## src/rtl/mc_ctrl_pkg.sv

```systemverilog
// mc_ctrl_pkg: shared types and encodings for the multicycle control unit.
// Holds the FSM state enum, opcode constants, ALUControl / ResultSrc /
// ALUSrcA / ALUSrcB / ImmSrc encodings and the per-state control decode.
package mc_ctrl_pkg;

    typedef enum logic [3:0] {
        FETCH    = 4'd0,
        DECODE   = 4'd1,
        MEMADR   = 4'd2,
        MEMREAD  = 4'd3,
        MEMWB    = 4'd4,
        MEMWRITE = 4'd5,
        EXECR    = 4'd6,
        EXECI    = 4'd7,
        ALUWB    = 4'd8,
        BRANCH   = 4'd9,
        JAL      = 4'd10
    } state_t;

    // Opcodes the controller recognises
    localparam logic [6:0] OP_LW     = 7'b0000011;
    localparam logic [6:0] OP_SW     = 7'b0100011;
    localparam logic [6:0] OP_RTYPE  = 7'b0110011;
    localparam logic [6:0] OP_ITYPE  = 7'b0010011;
    localparam logic [6:0] OP_JAL    = 7'b1101111;
    localparam logic [6:0] OP_BRANCH = 7'b1100011;

    // ALUControl encodings (3-bit core, zero-extended at the top)
    localparam logic [2:0] ALU_ADD = 3'b000;
    localparam logic [2:0] ALU_SUB = 3'b001;
    localparam logic [2:0] ALU_AND = 3'b010;
    localparam logic [2:0] ALU_OR  = 3'b011;
    localparam logic [2:0] ALU_SLT = 3'b101;

    // ResultSrc
    localparam logic [1:0] RES_ALUOUT = 2'b00;
    localparam logic [1:0] RES_DATA   = 2'b01;
    localparam logic [1:0] RES_ALURES = 2'b10;

    // ALUSrcA
    localparam logic [1:0] SRCA_PC    = 2'b00;
    localparam logic [1:0] SRCA_OLDPC = 2'b01;
    localparam logic [1:0] SRCA_RS1   = 2'b10;

    // ALUSrcB
    localparam logic [1:0] SRCB_RS2  = 2'b00;
    localparam logic [1:0] SRCB_IMM  = 2'b01;
    localparam logic [1:0] SRCB_FOUR = 2'b10;

    // ImmSrc
    localparam logic [1:0] IMM_I = 2'b00;
    localparam logic [1:0] IMM_S = 2'b01;
    localparam logic [1:0] IMM_B = 2'b10;
    localparam logic [1:0] IMM_J = 2'b11;

    // Control bundle produced for each state
    typedef struct packed {
        logic       pc_update;
        logic       branch;
        logic       adr_src;
        logic       mem_write;
        logic       ir_write;
        logic       reg_write;
        logic [1:0] result_src;
        logic [1:0] alu_src_a;
        logic [1:0] alu_src_b;
        logic [2:0] alu_ctrl;
    } ctrl_t;

    // Control values for a state; 'last' marks the final dwell cycle,
    // funct_alu is the funct-decoded ALU operation used by EXECR/EXECI.
    function automatic ctrl_t state_ctrl(input state_t s, input logic last,
                                         input logic [2:0] funct_alu);
        ctrl_t c;
        c          = '0;
        c.alu_ctrl = ALU_ADD;
        case (s)
            FETCH: begin
                c.alu_src_b  = SRCB_FOUR;
                c.result_src = RES_ALURES;
                c.pc_update  = last;
                c.ir_write   = last;
            end
            DECODE: begin
                c.alu_src_a = SRCA_OLDPC;
                c.alu_src_b = SRCB_IMM;
            end
            MEMADR: begin
                c.alu_src_a = SRCA_RS1;
                c.alu_src_b = SRCB_IMM;
            end
            MEMREAD: begin
                c.adr_src = 1'b1;
            end
            MEMWB: begin
                c.result_src = RES_DATA;
                c.reg_write  = 1'b1;
            end
            MEMWRITE: begin
                c.adr_src   = 1'b1;
                c.mem_write = last;
            end
            EXECR: begin
                c.alu_src_a = SRCA_RS1;
                c.alu_ctrl  = funct_alu;
            end
            EXECI: begin
                c.alu_src_a = SRCA_RS1;
                c.alu_src_b = SRCB_IMM;
                c.alu_ctrl  = funct_alu;
            end
            ALUWB: begin
                c.reg_write = 1'b1;
            end
            BRANCH: begin
                c.alu_src_a = SRCA_RS1;
                c.alu_ctrl  = ALU_SUB;
                c.branch    = 1'b1;
            end
            JAL: begin
                c.alu_src_a = SRCA_OLDPC;
                c.alu_src_b = SRCB_FOUR;
                c.pc_update = 1'b1;
            end
            default: begin
                c = '0;
            end
        endcase
        return c;
    endfunction

    // Immediate format selected purely by opcode
    function automatic logic [1:0] imm_src(input logic [6:0] op);
        case (op)
            OP_SW:     return IMM_S;
            OP_BRANCH: return IMM_B;
            OP_JAL:    return IMM_J;
            default:   return IMM_I;
        endcase
    endfunction

    // True for every opcode DECODE knows how to dispatch
    function automatic logic op_known(input logic [6:0] op);
        return (op == OP_LW) || (op == OP_SW) || (op == OP_RTYPE) ||
               (op == OP_ITYPE) || (op == OP_JAL) || (op == OP_BRANCH);
    endfunction

endpackage

```

## src/rtl/mc_ctrl_alu_dec.sv

```systemverilog
// alu_dec: combinational funct3/funct7 to ALU operation decode.
// SUB is only chosen for register-register ops; addi with bit 30 set stays ADD.
module alu_dec
    import mc_ctrl_pkg::*;
(
    input  logic [6:0] op,
    input  logic [2:0] funct3,
    input  logic       funct7,
    output logic [2:0] alu_ctrl
);

    // Map funct3 (and funct7 for R-type) onto the ALU encodings
    always_comb begin
        alu_ctrl = ALU_ADD;
        case (funct3)
            3'b000:  alu_ctrl = (funct7 && (op == OP_RTYPE)) ? ALU_SUB : ALU_ADD;
            3'b111:  alu_ctrl = ALU_AND;
            3'b110:  alu_ctrl = ALU_OR;
            3'b010:  alu_ctrl = ALU_SLT;
            default: alu_ctrl = ALU_ADD;
        endcase
    end

endmodule

```

## src/rtl/mc_ctrl.sv

```systemverilog
// mc_ctrl: multicycle RISC-V style main controller.
// Optional feature macro: MC_CTRL_BNE_EN (funct3-qualified branch: beq/bne).
// Control outputs are registered from the next state so they line up with
// the state they belong to; only the Zero-dependent branch qualifier,
// Illegal and ImmSrc are combinational from the current instruction bits.
module mc_ctrl
    import mc_ctrl_pkg::*;
#(
    parameter int MEM_LAT   = 1,
    parameter int ALUCTRL_W = 3
) (
    input  logic                 clk,
    input  logic                 rst,
    input  logic [6:0]           op,
    input  logic [2:0]           funct3,
    input  logic                 funct7,
    input  logic                 Zero,
    output logic                 PCWrite,
    output logic                 AdrSrc,
    output logic                 MemWrite,
    output logic                 IRWrite,
    output logic                 RegWrite,
    output logic                 Illegal,
    output logic [1:0]           ResultSrc,
    output logic [1:0]           ALUSrcA,
    output logic [1:0]           ALUSrcB,
    output logic [1:0]           ImmSrc,
    output logic [ALUCTRL_W-1:0] ALUControl
);

    // Wait count value of the final cycle of a memory dwell
    localparam logic [3:0] LAST_WAIT = 4'(MEM_LAT - 1);

    state_t     state_reg;
    state_t     state_next;
    logic [3:0] wait_reg;
    logic [3:0] wait_next;
    ctrl_t      ctrl_reg;
    ctrl_t      ctrl_next;
    logic [2:0] funct_alu;
    logic       dwell_done;
    logic       taken;

    alu_dec u_alu_dec (
        .op       (op),
        .funct3   (funct3),
        .funct7   (funct7),
        .alu_ctrl (funct_alu)
    );

    // Next state, dwell counter and the control word for that next state
    always_comb begin
        dwell_done = (wait_reg == LAST_WAIT);
        state_next = state_reg;
        case (state_reg)
            FETCH:    if (dwell_done) state_next = DECODE;
            DECODE: begin
                case (op)
                    OP_LW, OP_SW: state_next = MEMADR;
                    OP_RTYPE:     state_next = EXECR;
                    OP_ITYPE:     state_next = EXECI;
                    OP_JAL:       state_next = JAL;
                    OP_BRANCH:    state_next = BRANCH;
                    default:      state_next = FETCH;
                endcase
            end
            MEMADR:   state_next = (op == OP_SW) ? MEMWRITE : MEMREAD;
            MEMREAD:  if (dwell_done) state_next = MEMWB;
            MEMWB:    state_next = FETCH;
            MEMWRITE: if (dwell_done) state_next = FETCH;
            EXECR:    state_next = ALUWB;
            EXECI:    state_next = ALUWB;
            JAL:      state_next = ALUWB;
            ALUWB:    state_next = FETCH;
            BRANCH:   state_next = FETCH;
            default:  state_next = FETCH;
        endcase
        // Every transition enters a different state, so staying put means dwelling
        wait_next = (state_next == state_reg) ? (wait_reg + 4'd1) : 4'd0;
        ctrl_next = state_ctrl(state_next, (wait_next == LAST_WAIT), funct_alu);
    end

    // State, dwell counter and registered control; reset aborts any access
    always_ff @(posedge clk or posedge rst) begin
        if (rst) begin
            state_reg <= FETCH;
            wait_reg  <= 4'd0;
            ctrl_reg  <= state_ctrl(FETCH, (LAST_WAIT == 4'd0), ALU_ADD);
        end else begin
            state_reg <= state_next;
            wait_reg  <= wait_next;
            ctrl_reg  <= ctrl_next;
        end
    end

`ifdef MC_CTRL_BNE_EN
    // Branch condition qualified by funct3: beq on Zero, bne on !Zero
    always_comb begin
        taken = 1'b0;
        case (funct3)
            3'b000:  taken = Zero;
            3'b001:  taken = ~Zero;
            default: taken = 1'b0;
        endcase
    end
`else
    // Only beq semantics: branch whenever the comparison is equal
    always_comb begin
        taken = Zero;
    end
`endif

    // Drive outputs from the registered control word and instruction bits
    always_comb begin
        PCWrite    = ctrl_reg.pc_update | (ctrl_reg.branch & taken);
        AdrSrc     = ctrl_reg.adr_src;
        MemWrite   = ctrl_reg.mem_write;
        IRWrite    = ctrl_reg.ir_write;
        RegWrite   = ctrl_reg.reg_write;
        ResultSrc  = ctrl_reg.result_src;
        ALUSrcA    = ctrl_reg.alu_src_a;
        ALUSrcB    = ctrl_reg.alu_src_b;
        ALUControl = ALUCTRL_W'(ctrl_reg.alu_ctrl);
        ImmSrc     = imm_src(op);
        Illegal    = (state_reg == DECODE) && !op_known(op);
    end

endmodule

```

## config.mk

```make
export PLATFORM = sky130hd
export DESIGN_NAME = mc_ctrl
export DESIGN_NICKNAME = d
export VERILOG_FILES = /design/src/rtl/mc_ctrl_pkg.sv /design/src/rtl/mc_ctrl_alu_dec.sv /design/src/rtl/mc_ctrl.sv
export SDC_FILE = /design/constraint.sdc
export NUM_CORES = 1
export LEC_CHECK = 0
export BUFFER_PORTS_ARGS = -buffer_cell sky130_fd_sc_hd__buf_2
export CORE_MARGIN = 3
export CORE_UTILIZATION = 29
export CTS_CLUSTER_SIZE = 12
export DETAILED_ROUTE_END_ITERATION = 12
export HOLD_SLACK_MARGIN = 0.03
export PLACE_DENSITY = 0.58
export SYNTH_ARGS = -nofsm -noshare
export SYNTH_HDL_FRONTEND = slang
export SYNTH_SLANG_ARGS = --single-unit
```

## constraint.sdc

```tcl
create_clock -name clk -period 5.1 [get_ports clk]
set_clock_uncertainty 0.2 [all_clocks]
set_input_delay 0.51 -clock clk [delete_from_list [all_inputs] [get_ports clk]]
set_output_delay 0.51 -clock clk [all_outputs]
set_load 0.005 [all_outputs]
```

==> impl_summary.md, run 1 <==
Routing
The routed via count divided by cell count is 5.34. Wire segments on met3 add up to 190 µm in the final route. The count of antenna-violating nets left after detailed routing is 0.

The number of optimization iterations in the first detailed-route pass is 5. The routed design uses 1480 µm of met2 wire. After detailed routing, the average wire length per cell comes to 14.5 µm. The detailed router's first-iteration violation count is 70. Summed over all layers, the routed wires come to a little over 3000 µm. The highest layer touched by signal routing is met4. The overall via count from detail_route is 1110. The routed metal-1 wirelength is around 1300 µm. After detailed routing, the number of remaining DRC violations is 0.

Worst setup path
STA classifies the critical path startpoint as a flip-flop. The type of the setup path with the least slack is reg2reg. Together, buffers and inverters on the worst path number 1. The signal on the critical path passes through inv_1 > ha_1 > nor3b_4 > a211oi_1 > a221oi_2 > or4b_4 > a22oi_2. The setup slack of the most critical reg-to-reg path is approximately 2.5 ns. On the critical path the largest part of the delay comes from simple AND/OR/NAND/NOR gates. The required time reported for the critical path endpoint is 5.08 ns. Of all nets on the critical path, the largest fanout is 7. The arrival time reported for the critical path endpoint is 2.60 ns. On the critical path, the stage with the largest delay is an instance of sky130_fd_sc_hd__or4b_4. In this design, the stage delay of the slowest critical-path cell is 0.56 ns. The capturing element type of the critical path is a flip-flop.

Logic synthesis
Of the synthesized area, sequential elements account for 0.417. The per-instance average area after synthesis is roughly 10 µm². The post-synthesis instance total is 136. The flip-flop and latch count after synthesis is 23. The area share of the leading cell type in the synthesized netlist is 0.342. Yosys mapped the design onto 52 distinct sky130hd cell types. The number of synthesis warnings is 0. The async set-or-reset flop fraction in the synthesized netlist is 1.00. Ranked by instance count, the synthesized netlist is headed by 19 x sky130_fd_sc_hd__dfrtp_1, 13 x sky130_fd_sc_hd__nor2_1, 9 x sky130_fd_sc_hd__buf_4. By area the synthesized netlist is led by sky130_fd_sc_hd__dfrtp_1 34%, sky130_fd_sc_hd__dfstp_2 7.6%, sky130_fd_sc_hd__buf_4 4.9%.

In the synthesized netlist the dominant register cell turns out to be sky130_fd_sc_hd__dfrtp_1. In the post-synthesis netlist, the cell with the most instances is sky130_fd_sc_hd__dfrtp_1. The cell area after technology mapping is 1390 µm².

The synthesized design contains 0 enable-type register cells. The largest total area in the synthesized netlist belongs to sky130_fd_sc_hd__dfrtp_1. When the netlist entered floorplanning its net count stood at 152.

Cells and area
In the final layout, the share of cells above drive strength 1 is 0.314. The layout has 457 filler cells. 0 antenna diodes ended up in the layout. At the end of the flow, the number of nets in the layout was 173. The count of cells in the finished layout, fillers not included, comes to 208. The area added between synthesis and finish is 12.1%.

Global routing
The wire length of the first global-routing pass is 5060 µm. The number of global-route vias before repair came to 1099. Entering global routing, the biggest net connects 24 pins.

The final global-route overflow total is 0. For this run, the total global-route usage over all layers was measured as 0.115. The number of antenna violations at the first check in global routing is 0.

Floorplan
The total area inside the core boundary comes to 4500 µm². During I/O placement, the number of pins put on the boundary was 31. From left edge to right edge, the die measures 75.3 µm.

The initial utilization of the core area, before any placement, comes to 0.309. The vertical die dimension is between 70 and 80 µm. Row generation in the floorplan step produced 24 rows. The die area is about 5700 µm².

Job
Max-cap violations in this run came to 0.

Power
Summed over all cells, the static leakage comes to 0.728 nW. The worst ir drop on vdd is 0.134 mV. In this run the power density over the cells is approximately 470 nW/µm². The overall power consumption is about 730 µW.

STA
The worst slew margin relative to its limit is 0.425. Final hold analysis gives a worst-case slack of between 0.2 and 0.25 ns. Setup repair after global routing left no endpoint under its margin.

The setup-violating endpoint count in the final report is 0. The final max-slew violation count was 0. The setup TNS after final layout is 0 ns.

The final-report hold violation count is 0. The actual transition at the worst max-transition pin is 0.862 ns. Of the available clock period, the critical path in the final layout requires 0.513. The peak clock frequency supported by timing is approximately 0.38 GHz. The post-route minimum period is approximately 2.6 ns.

Place
After legalization and detailed placement, the total HPWL measured 2320 µm. The final weighted congestion in routability-driven placement is about 0.88. The count of buffers inserted at the top-level ports is 30. The instance count after placement with tap cells included is 204.

Clock tree
The later pin in the worst-skew pair is clocked with a latency of about 0.26 ns. Clock-pin slew was measured on the worst setup and hold paths at 0.08 ns. The cell sitting at the root of the clock tree is a sky130_fd_sc_hd__clkbuf_8. The post-cts resize count is 0. The longest clock path from root to sink contains 2 buffers. The number of buffers created by CTS is 3. TritonCTS built the clock tree.

The buffer count from post-CTS setup fixing is 0. CTS built an H-tree with a depth of 1. The quantity of hold-fixing buffers added after cts is 0. The tree built by TritonCTS fans out to 23 sinks.

Min path
The worst hold-check path type is in2reg.

Outcome
The flow ran to the end, and the final reports show no timing, DRC or antenna violations.
cell usage in the layout (no fill, tap or decap), types with 2 or more instances in the layout:
cell	n
sky130_fd_sc_hd__nor2b_1	2
sky130_fd_sc_hd__dfrtp_1	19
sky130_fd_sc_hd__nand2b_1	6
sky130_fd_sc_hd__or2_2	2
sky130_fd_sc_hd__a21o_1	2
sky130_fd_sc_hd__o211ai_1	3
sky130_fd_sc_hd__o21ai_0	2
sky130_fd_sc_hd__nor2_1	13
sky130_fd_sc_hd__clkbuf_8	3
sky130_fd_sc_hd__dfstp_2	4
sky130_fd_sc_hd__a21oi_1	4
sky130_fd_sc_hd__or4b_4	2
sky130_fd_sc_hd__nand3_1	5
sky130_fd_sc_hd__a211oi_1	4
sky130_fd_sc_hd__nand2_1	5
sky130_fd_sc_hd__xnor2_1	3
sky130_fd_sc_hd__nor3_1	2
sky130_fd_sc_hd__o21a_1	2
sky130_fd_sc_hd__ha_1	2
sky130_fd_sc_hd__buf_2	30
sky130_fd_sc_hd__inv_1	7
sky130_fd_sc_hd__xor2_1	2
sky130_fd_sc_hd__nand3b_1	2
metal layers:
layer / up-vias / track usage
li1: 528 / -
met1: 532 / 0.141
met2: 46 / 0.197
met3: 4 / 0.0174
met4: 0 / 0.0563
met5: - / 0
per-stage QoR:
step	setup WS (ns)	utilization	instance area (µm²)
2_1_floorplan	2.79	-	1390
3_3_place_gp	2.51	0.336	1510
3_5_place_dp	2.51	0.336	1510
4_1_cts	2.47	0.346	1560
5_1_grt	2.31	0.346	1560
6_report	2.48	0.346	1560
final timing paths:
check / start / endpoint / cells past startpoint
setup / recovery: wait_reg[0] / ctrl_reg[14] / 7
hold / removal: funct3[0] / ALUControl[2] / 2
setup reg to reg: wait_reg[0] / ctrl_reg[14] / 7
hold reg to reg: wait_reg[0] / wait_reg[0] / 1
max in group asynchronous: rst / MemWrite / 2
min in group asynchronous: rst / state_reg[3] / 2
final cells by class:
cell class / instances / area, µm² / area share
Sequential cell: 23 / 581 / 0.372
Timing Repair Buffer: 30 / 150 / 0.0962
Inverter: 7 / 26.3 / 0.0168
Multi-Input combinational cell: 92 / 692 / 0.443
Clock buffer: 3 / 41.3 / 0.0265
Clock inverter: 1 / 5.00 / 0.00321
Tap cell: 52 / 65.1 / 0.0417
kinds of logic after synthesis:
family	count (synthesis)	share of synthesized area
AND/OR/NAND/NOR	52	0.252
AO/OA/AOI/OAI	33	0.196
flip-flops	23	0.417
buffers and inverters	21	0.0854
XOR/XNOR	5	0.0315
adder cells (fa/ha/maj)	2	0.0180
power by group:
part	internal, mW	switching [mW]
logic	0.157	0.192
registers	0.238	0.0367
clock network	0.0544	0.0551
No activity file was read; power rests on OpenSTA's default activity.
==> run 2, diff against run 1 <==
==> constraint.sdc (replaced) <==
create_clock -name clk -period 2.7 [get_ports clk]
set_clock_uncertainty 0.2 [all_clocks]
set_input_delay 0.27 -clock clk [delete_from_list [all_inputs] [get_ports clk]]
set_output_delay 0.27 -clock clk [all_outputs]
set_load 0.005 [all_outputs]
==> impl_summary.md, run 2 (same netlist as run 1, synthesis figures left out) <==
Worst setup path
The setup slack of the most critical reg-to-reg path is ~0.22 ns. The most frequent cell on the critical path is sky130_fd_sc_hd__or4b_4. The worst register-to-register path ends at ctrl_reg[14]. On the worst path, the slowest cell contributes a delay of 0.61 ns. At the worst endpoint, the required time is 2.69 ns. The critical path in this run is classified as reg2reg. On the critical path, the stage with the largest delay is an instance of sky130_fd_sc_hd__or4b_4. The number of cells traversed by the worst register-to-register path is 5. Traced cell by cell, the critical path runs through or4b_4 > o21ai_4 > o2bb2ai_2 > or4b_4 > a22oi_2. The largest fanout of any net on the critical path is 11. The arrival time reported for the critical path endpoint is about 2.5 ns. The capturing element type of the critical path is a flip-flop. The startpoint identified for the worst register-to-register timing path is state_reg[0]. STA classifies the critical path startpoint as a flip-flop.

Place
Summing all placed instances gives a cell area of 1550 µm². In this run the tool buffered the top-level ports with 30 buffer cells. The instance count after placement with tap cells included is approximately 210. The pre-CTS setup slack is around 0.16 ns.

The HPWL after detailed placement is between 2000 and 2500 µm. The final weighted congestion in routability-driven placement is ~0.86.

Global routing
Global routing finished with a remaining overflow of 0. The maximum number of pins on one net before global-route repair is 24. The wire length of the first global-routing pass is 5110 µm. The number of global-route vias before repair is 1081. The overall fraction of global-route tracks in use is 0.117. The number of antenna violations at the first check in global routing is 0.

Cells and area
In the final layout, the share of cells above drive strength 1 is 0.327. The combined flip-flop and latch cell area is 581 µm². The count of cells in the finished layout, fillers not included, comes to 217.

The utilization after layout is 0.363. The library cell used most frequently in the layout, excluding fill and tap cells, is sky130_fd_sc_hd__buf_2. In the layout the commonest cells are 30 x sky130_fd_sc_hd__buf_2, 19 x sky130_fd_sc_hd__dfrtp_1, 13 x sky130_fd_sc_hd__nor2_1.

The fill cell total of the finished layout is 472. The area of combinational cells with multiple inputs is 692 µm². Relative to the synthesized area, the layout overhead comes to 17.4%. The finished cells cover 1630 µm². The final layout net count is 182. The antenna diode count is 0.

Routing
After detailed routing, the number of remaining DRC violations is 0. Before antenna repair, the detailed router went through 4 iterations. The count of nets left with antenna violations once routing finished came out at 0.

The routed wire length is between 3000 and 4000 µm. For this block, the via count after detailed routing is 1116. After the first detailed-routing iteration, the DRC count stood at 97. The per-cell routed wire length is 14.0 µm. The routed via count divided by cell count is roughly 5.

Clock tree
The CTS tree is yes. The buffer depth of the longest clock path is 2. Clock-pin slew was measured on the worst setup and hold paths at ~0.070 ns. The number of buffers created by CTS is 3. For the worst-skew pair, the clock arrives at the later sink with an insertion delay of ~0.26 ns. CTS built an H-tree with a depth of 1. The clock sink total is 23. The root buffer cell chosen for the clock tree is sky130_fd_sc_hd__clkbuf_8.

STA
For the pin with the worst max-slew slack, the measured transition is just over 0.8 ns. The final max-slew violation count came to 0. Measured against its own limit, the worst slew margin works out to 0.453. After layout, the worst setup slack is between 0.2 and 0.25 ns. Static timing analysis puts the maximum clock frequency at around 0.4 GHz. The post-route minimum period is 2.48 ns. The minimum hold slack is 0.0580 ns. The final-report hold violation count came to 0.

The setup TNS after final layout is 0 ns. Of the available clock period, the critical path in the final layout requires 0.917. Setup repair after global routing left no endpoint under its margin. Setup violations remaining at the end of the flow were counted as 0.

Floorplan
The die is 75.3 µm wide. The I/O pin count is 31. The floorplan step set the die height to 75.3 µm.

The placeable core area is 4500 µm². After floorplanning, the core was divided into 24 placement rows. The initial utilization of the core area, before any placement, comes to 0.309. The die covers between 5000 and 6000 µm².

Power
The leakage power is 0.771 nW. For this design the ratio of total power to cell area is a little under 900 nW/µm². Across the VDD grid, the largest voltage drop is 0.224 mV. After layout, the design draws a total of between 1 and 1.5 mW.

Job
The tool flagged a number of max-cap violations equal to 0.

Min path
In this run the worst hold path is classified as in2reg. The worst min-delay path startpoint is funct3[1]. The worst min-delay path endpoint is ALUControl[1]. Along the worst hold path, the cell count comes to 3.

Outcome
The run finished with clean final reports.
run 2: cell count changes in the layout (fill, tap and decap cells not counted):
| cell | before | now |
|---|---|---|
| sky130_fd_sc_hd__clkbuf_1 | 0 | 1 |
| sky130_fd_sc_hd__buf_4 | 0 | 6 |
| sky130_fd_sc_hd__dlygate4sd3_1 | 0 | 3 |
| sky130_fd_sc_hd__clkinv_2 | 1 | 0 |
run 2: critical path: cells and delay by family (launching register included):
| family | cells | cell delay (ns) |
|---|---|---|
| AOI/OAI and AO/OA | 3 | 0.51 |
| DFF | 1 | 0.51 |
| and+or+nand+nor | 2 | 1.18 |
run 2: cell type report:
cell class | instances | area share
timing repair buffer | 39 | 0.138
clock buffer | 4 | 0.0276
sequential | 23 | 0.355
inverter | 7 | 0.0161
tap | 52 | 0.0398
multi-input combinational | 92 | 0.423
run 2: repair_timing:
item / in CTS / in global routing
buffers inserted: 0 / 1
hold buffers: 3 / 0
hold endpoints to repair: 21 / 0
resized for setup: 0 / 0
endpoints found under the setup margin: 0 / 1
run 2: worst max path at each step:
stage	cells after the start	start	slack (ns)	to
final	5	state_reg[0]	0.22	ctrl_reg[14]
after global routing	7	wait_reg[0]	0.12	ctrl_reg[14]
after CTS	7	wait_reg[0]	0.13	ctrl_reg[14]
after detailed placement	7	wait_reg[0]	0.16	ctrl_reg[14]
after global placement	5	state_reg[0]	0.29	ctrl_reg[14]
after floorplan	7	wait_reg[0]	0.42	ctrl_reg[14]
run 2: metal layers:
metal / up-vias / GRT usage / wire length (µm)
met5: - / 0 / 0
met3: 4 / 0.0120 / 155
met1: 533 / 0.164 / 1440
li1: 545 / - / -
met4: 0 / 0.0583 / 58
met2: 34 / 0.179 / 1380
run 2: where the power goes:
| part | switching (mW) | leakage [nW] | internal, mW |
|---|---|---|---|
| Combinational | 0.369 | 0.449 | 0.340 |
| Clock | 0.101 | 0.0228 | 0.105 |
| Sequential | 0.0660 | 0.300 | 0.451 |
| Total | 0.536 | 0.771 | 0.896 |
==> run 3, diff against run 2 <==
--- a/config.mk
+++ b/config.mk
@@ -8,6 +8,7 @@
 export BUFFER_PORTS_ARGS = -buffer_cell sky130_fd_sc_hd__buf_2
 export CORE_MARGIN = 3
 export CORE_UTILIZATION = 29
+export CTS_BUF_LIST = sky130_fd_sc_hd__clkbuf_16
 export CTS_CLUSTER_SIZE = 12
 export DETAILED_ROUTE_END_ITERATION = 12
 export HOLD_SLACK_MARGIN = 0.03
==> impl_summary.md, run 3 (same netlist as run 1, synthesis figures left out) <==
Worst setup path
The most critical setup path has its endpoint at ctrl_reg[14]. The endpoint of the worst register-to-register path is ctrl_reg[14]. The worst register-to-register path begins at wait_reg[0]. The slowest cell on the critical path is sky130_fd_sc_hd__or4b_4. The capturing element type of the critical path is a flip-flop. The maximum cell stage delay along the critical path is between 0.5 and 0.6 ns.

By startpoint and endpoint, the worst setup path is classified as reg2reg. The signal on the critical path passes through inv_1 > ha_1 > nor3b_4 > nor3_1 > a211o_1 > or4b_4 > a22oi_2. The logic depth of the worst setup path including buffers is 7. At the worst endpoint, the required time is 2.68 ns.

The setup slack of the most critical reg-to-reg path is ~0.23 ns. At the worst endpoint, the arrival time is 2.45 ns. The sort of element at the start of the critical path is a flip-flop. The count of buffer and inverter cells on the critical path is 1. Among cell families on the critical path, the largest total delay comes from simple AND/OR/NAND/NOR gates.

Tracing the worst setup path back leads to its startpoint at wait_reg[0]. Counting cells, the worst reg-to-reg path comes to 7. The largest fanout of any net on the critical path is 7.

Min path
The path class of the tightest hold or removal check is in2reg.

Global routing
The fraction of met1 tracks used by global routing is 0.162. The number of antenna violations at the first check in global routing was 0. Entering global routing, the biggest net connects 24 pins. The wire length of the first global-routing pass is 5190 µm. The fraction of met2 tracks used by global routing is 0.187. Across every metal layer, demand over resource in global routing totals 0.119. The final global-route overflow total is 0. For met3 alone, demand over resource in global routing was 0.0200.

In this run the most used layer during global routing was met2. The number of global-route vias before repair was around 1100.

STA
The final-report hold violation count came to 0. The actual transition at the worst max-transition pin is 0.831 ns. The final max-slew violation count is 0. Setup repair after global routing left no endpoint under its margin. The setup-violating endpoint count in the final report is 0.

In the final timing run, aggregate negative setup slack is 0 ns. Dividing the final minimum period by the clock period gives 0.915. The worst slew margin relative to its limit is 0.446.

The peak clock frequency supported by timing is approximately 0.4 GHz. The worst path needs 2.47 ns of the cycle, external delays included.

Routing
The per-cell routed wire length is between 10 and 15 µm. In the routed design, unresolved DRC markers number 0. In this run the remaining antenna-violating nets after routing total 0. The first detailed-routing pass ran for 5 iterations. Using the TritonRoute via totals, the vias-per-cell ratio works out to 5.13.

The routed design has 3110 µm of wire. The detailed router's first-iteration violation count is 75. The routed layout has 1113 vias.

Floorplan
For this design the top-level I/O count stands at 31. The initial utilization of the core area, before any placement, comes to 0.309. Measured along the x axis, the die boundary spans approximately 75 µm. The placeable core area is ~4500 µm². The die area is between 5000 and 6000 µm². The floorplan row count is 24. The vertical die dimension is 75.3 µm.

Cells and area
The most frequent standard cell in the layout excluding fill and tap cells is sky130_fd_sc_hd__buf_2. The number of standard cells in the layout, taps in and fillers out is approximately 220. The share of post-route cells with drive strength above 1 is 0.327.

Compared with the post-synthesis result, the final layout area differs by 19.9%. At the end of the flow the core is filled with cells to 0.370. The number of antenna diodes in the final layout is 0. In the layout the commonest cells are 30 x sky130_fd_sc_hd__buf_2, 19 x sky130_fd_sc_hd__dfrtp_1, 13 x sky130_fd_sc_hd__nor2_1. The final layout net count is 182.

Clock tree
The later-pin clock latency in the skew report is 0.25 ns. The clock drives 23 sinks. TritonCTS built the clock tree. CTS built an H-tree with a depth of 1. The tree is rooted in a sky130_fd_sc_hd__clkbuf_16. Gates resized during post-CTS repair numbered 0. After clock tree synthesis, the clock-pin slew on the worst setup and hold paths is 0.05 ns. The number of buffers created by CTS is 3.

The clock passes through at most 2 buffers.

Power
The total power per unit cell area is 923 nW/µm². The leakage power is 0.791 nW. Across the VDD grid, the largest voltage drop is 0.279 mV. The design draws 1.54 mW.

Job
The number of maximum-capacitance violations is 0.

Place
At the end of routability-driven placement, the weighted congestion stood at 0.857. The count of buffers added on input and output ports is 30. The HPWL after detailed placement is 2400 µm. After detailed placement, the design holds a cell count of 209.

Outcome
The run finished with clean final reports.
-- run 3: final cells by class --
type,count,area [µm²]
flip-flops and latches,23,581
repair buffers,39,225
inverters,7,26.3
multi-input cells,92,692
clock inverters,1,3.75
well taps,52,65.1
fillers,473,2840
clock buffers,3,75.1
-- run 3: timing repair --
action | in CTS | in global routing
hold buffers | 3 | 0
hold endpoints to repair | 21 | 0
setup buffers | 0 | 1
setup endpoints to repair | 0 | 1
-- run 3: worst min-delay path, stage by stage --
cell and delay, ns:
sky130_fd_sc_hd__buf_2 0.10, sky130_fd_sc_hd__nand2_1 0.06, sky130_fd_sc_hd__nor2_1 0.04
-- run 3: per-stage QoR --
stage	setup slack, ns	instance area [µm²]	hold WS, ns
after floorplan	0.421	1390	0.0690
after global placement	0.290	1550	0.243
after detailed placement	0.164	1550	0.248
after CTS	0.116	1660	0.0675
after global routing	0.119	1670	0.101
final	0.230	1670	0.0688
-- run 3: worst min-delay path by stage --
stage	to	slack (ns)	depth (start not counted)	from
global route	ALUControl[1]	0.10	3	funct3[1]
finish	ALUControl[1]	0.07	3	funct3[1]
detailed placement	ALUControl[2]	0.25	2	funct3[0]
global placement	ALUControl[2]	0.24	2	funct3[2]
floorplan	ALUControl[0]	0.07	1	rst
CTS	ALUControl[1]	0.07	3	funct3[1]
-- run 3: power by group --
part | internal (mW) | switching (mW) | total [mW]
Sequential | 0.451 | 0.0655 | 0.517
Clock | 0.197 | 0.109 | 0.307
Combinational | 0.340 | 0.376 | 0.716
-- run 3: routing by layer --
metal  share of wire  routed length [µm]
met5               0                   0
met4           0.017                  54
met2            0.48                1480
met1            0.45                1400
met3           0.057                 177
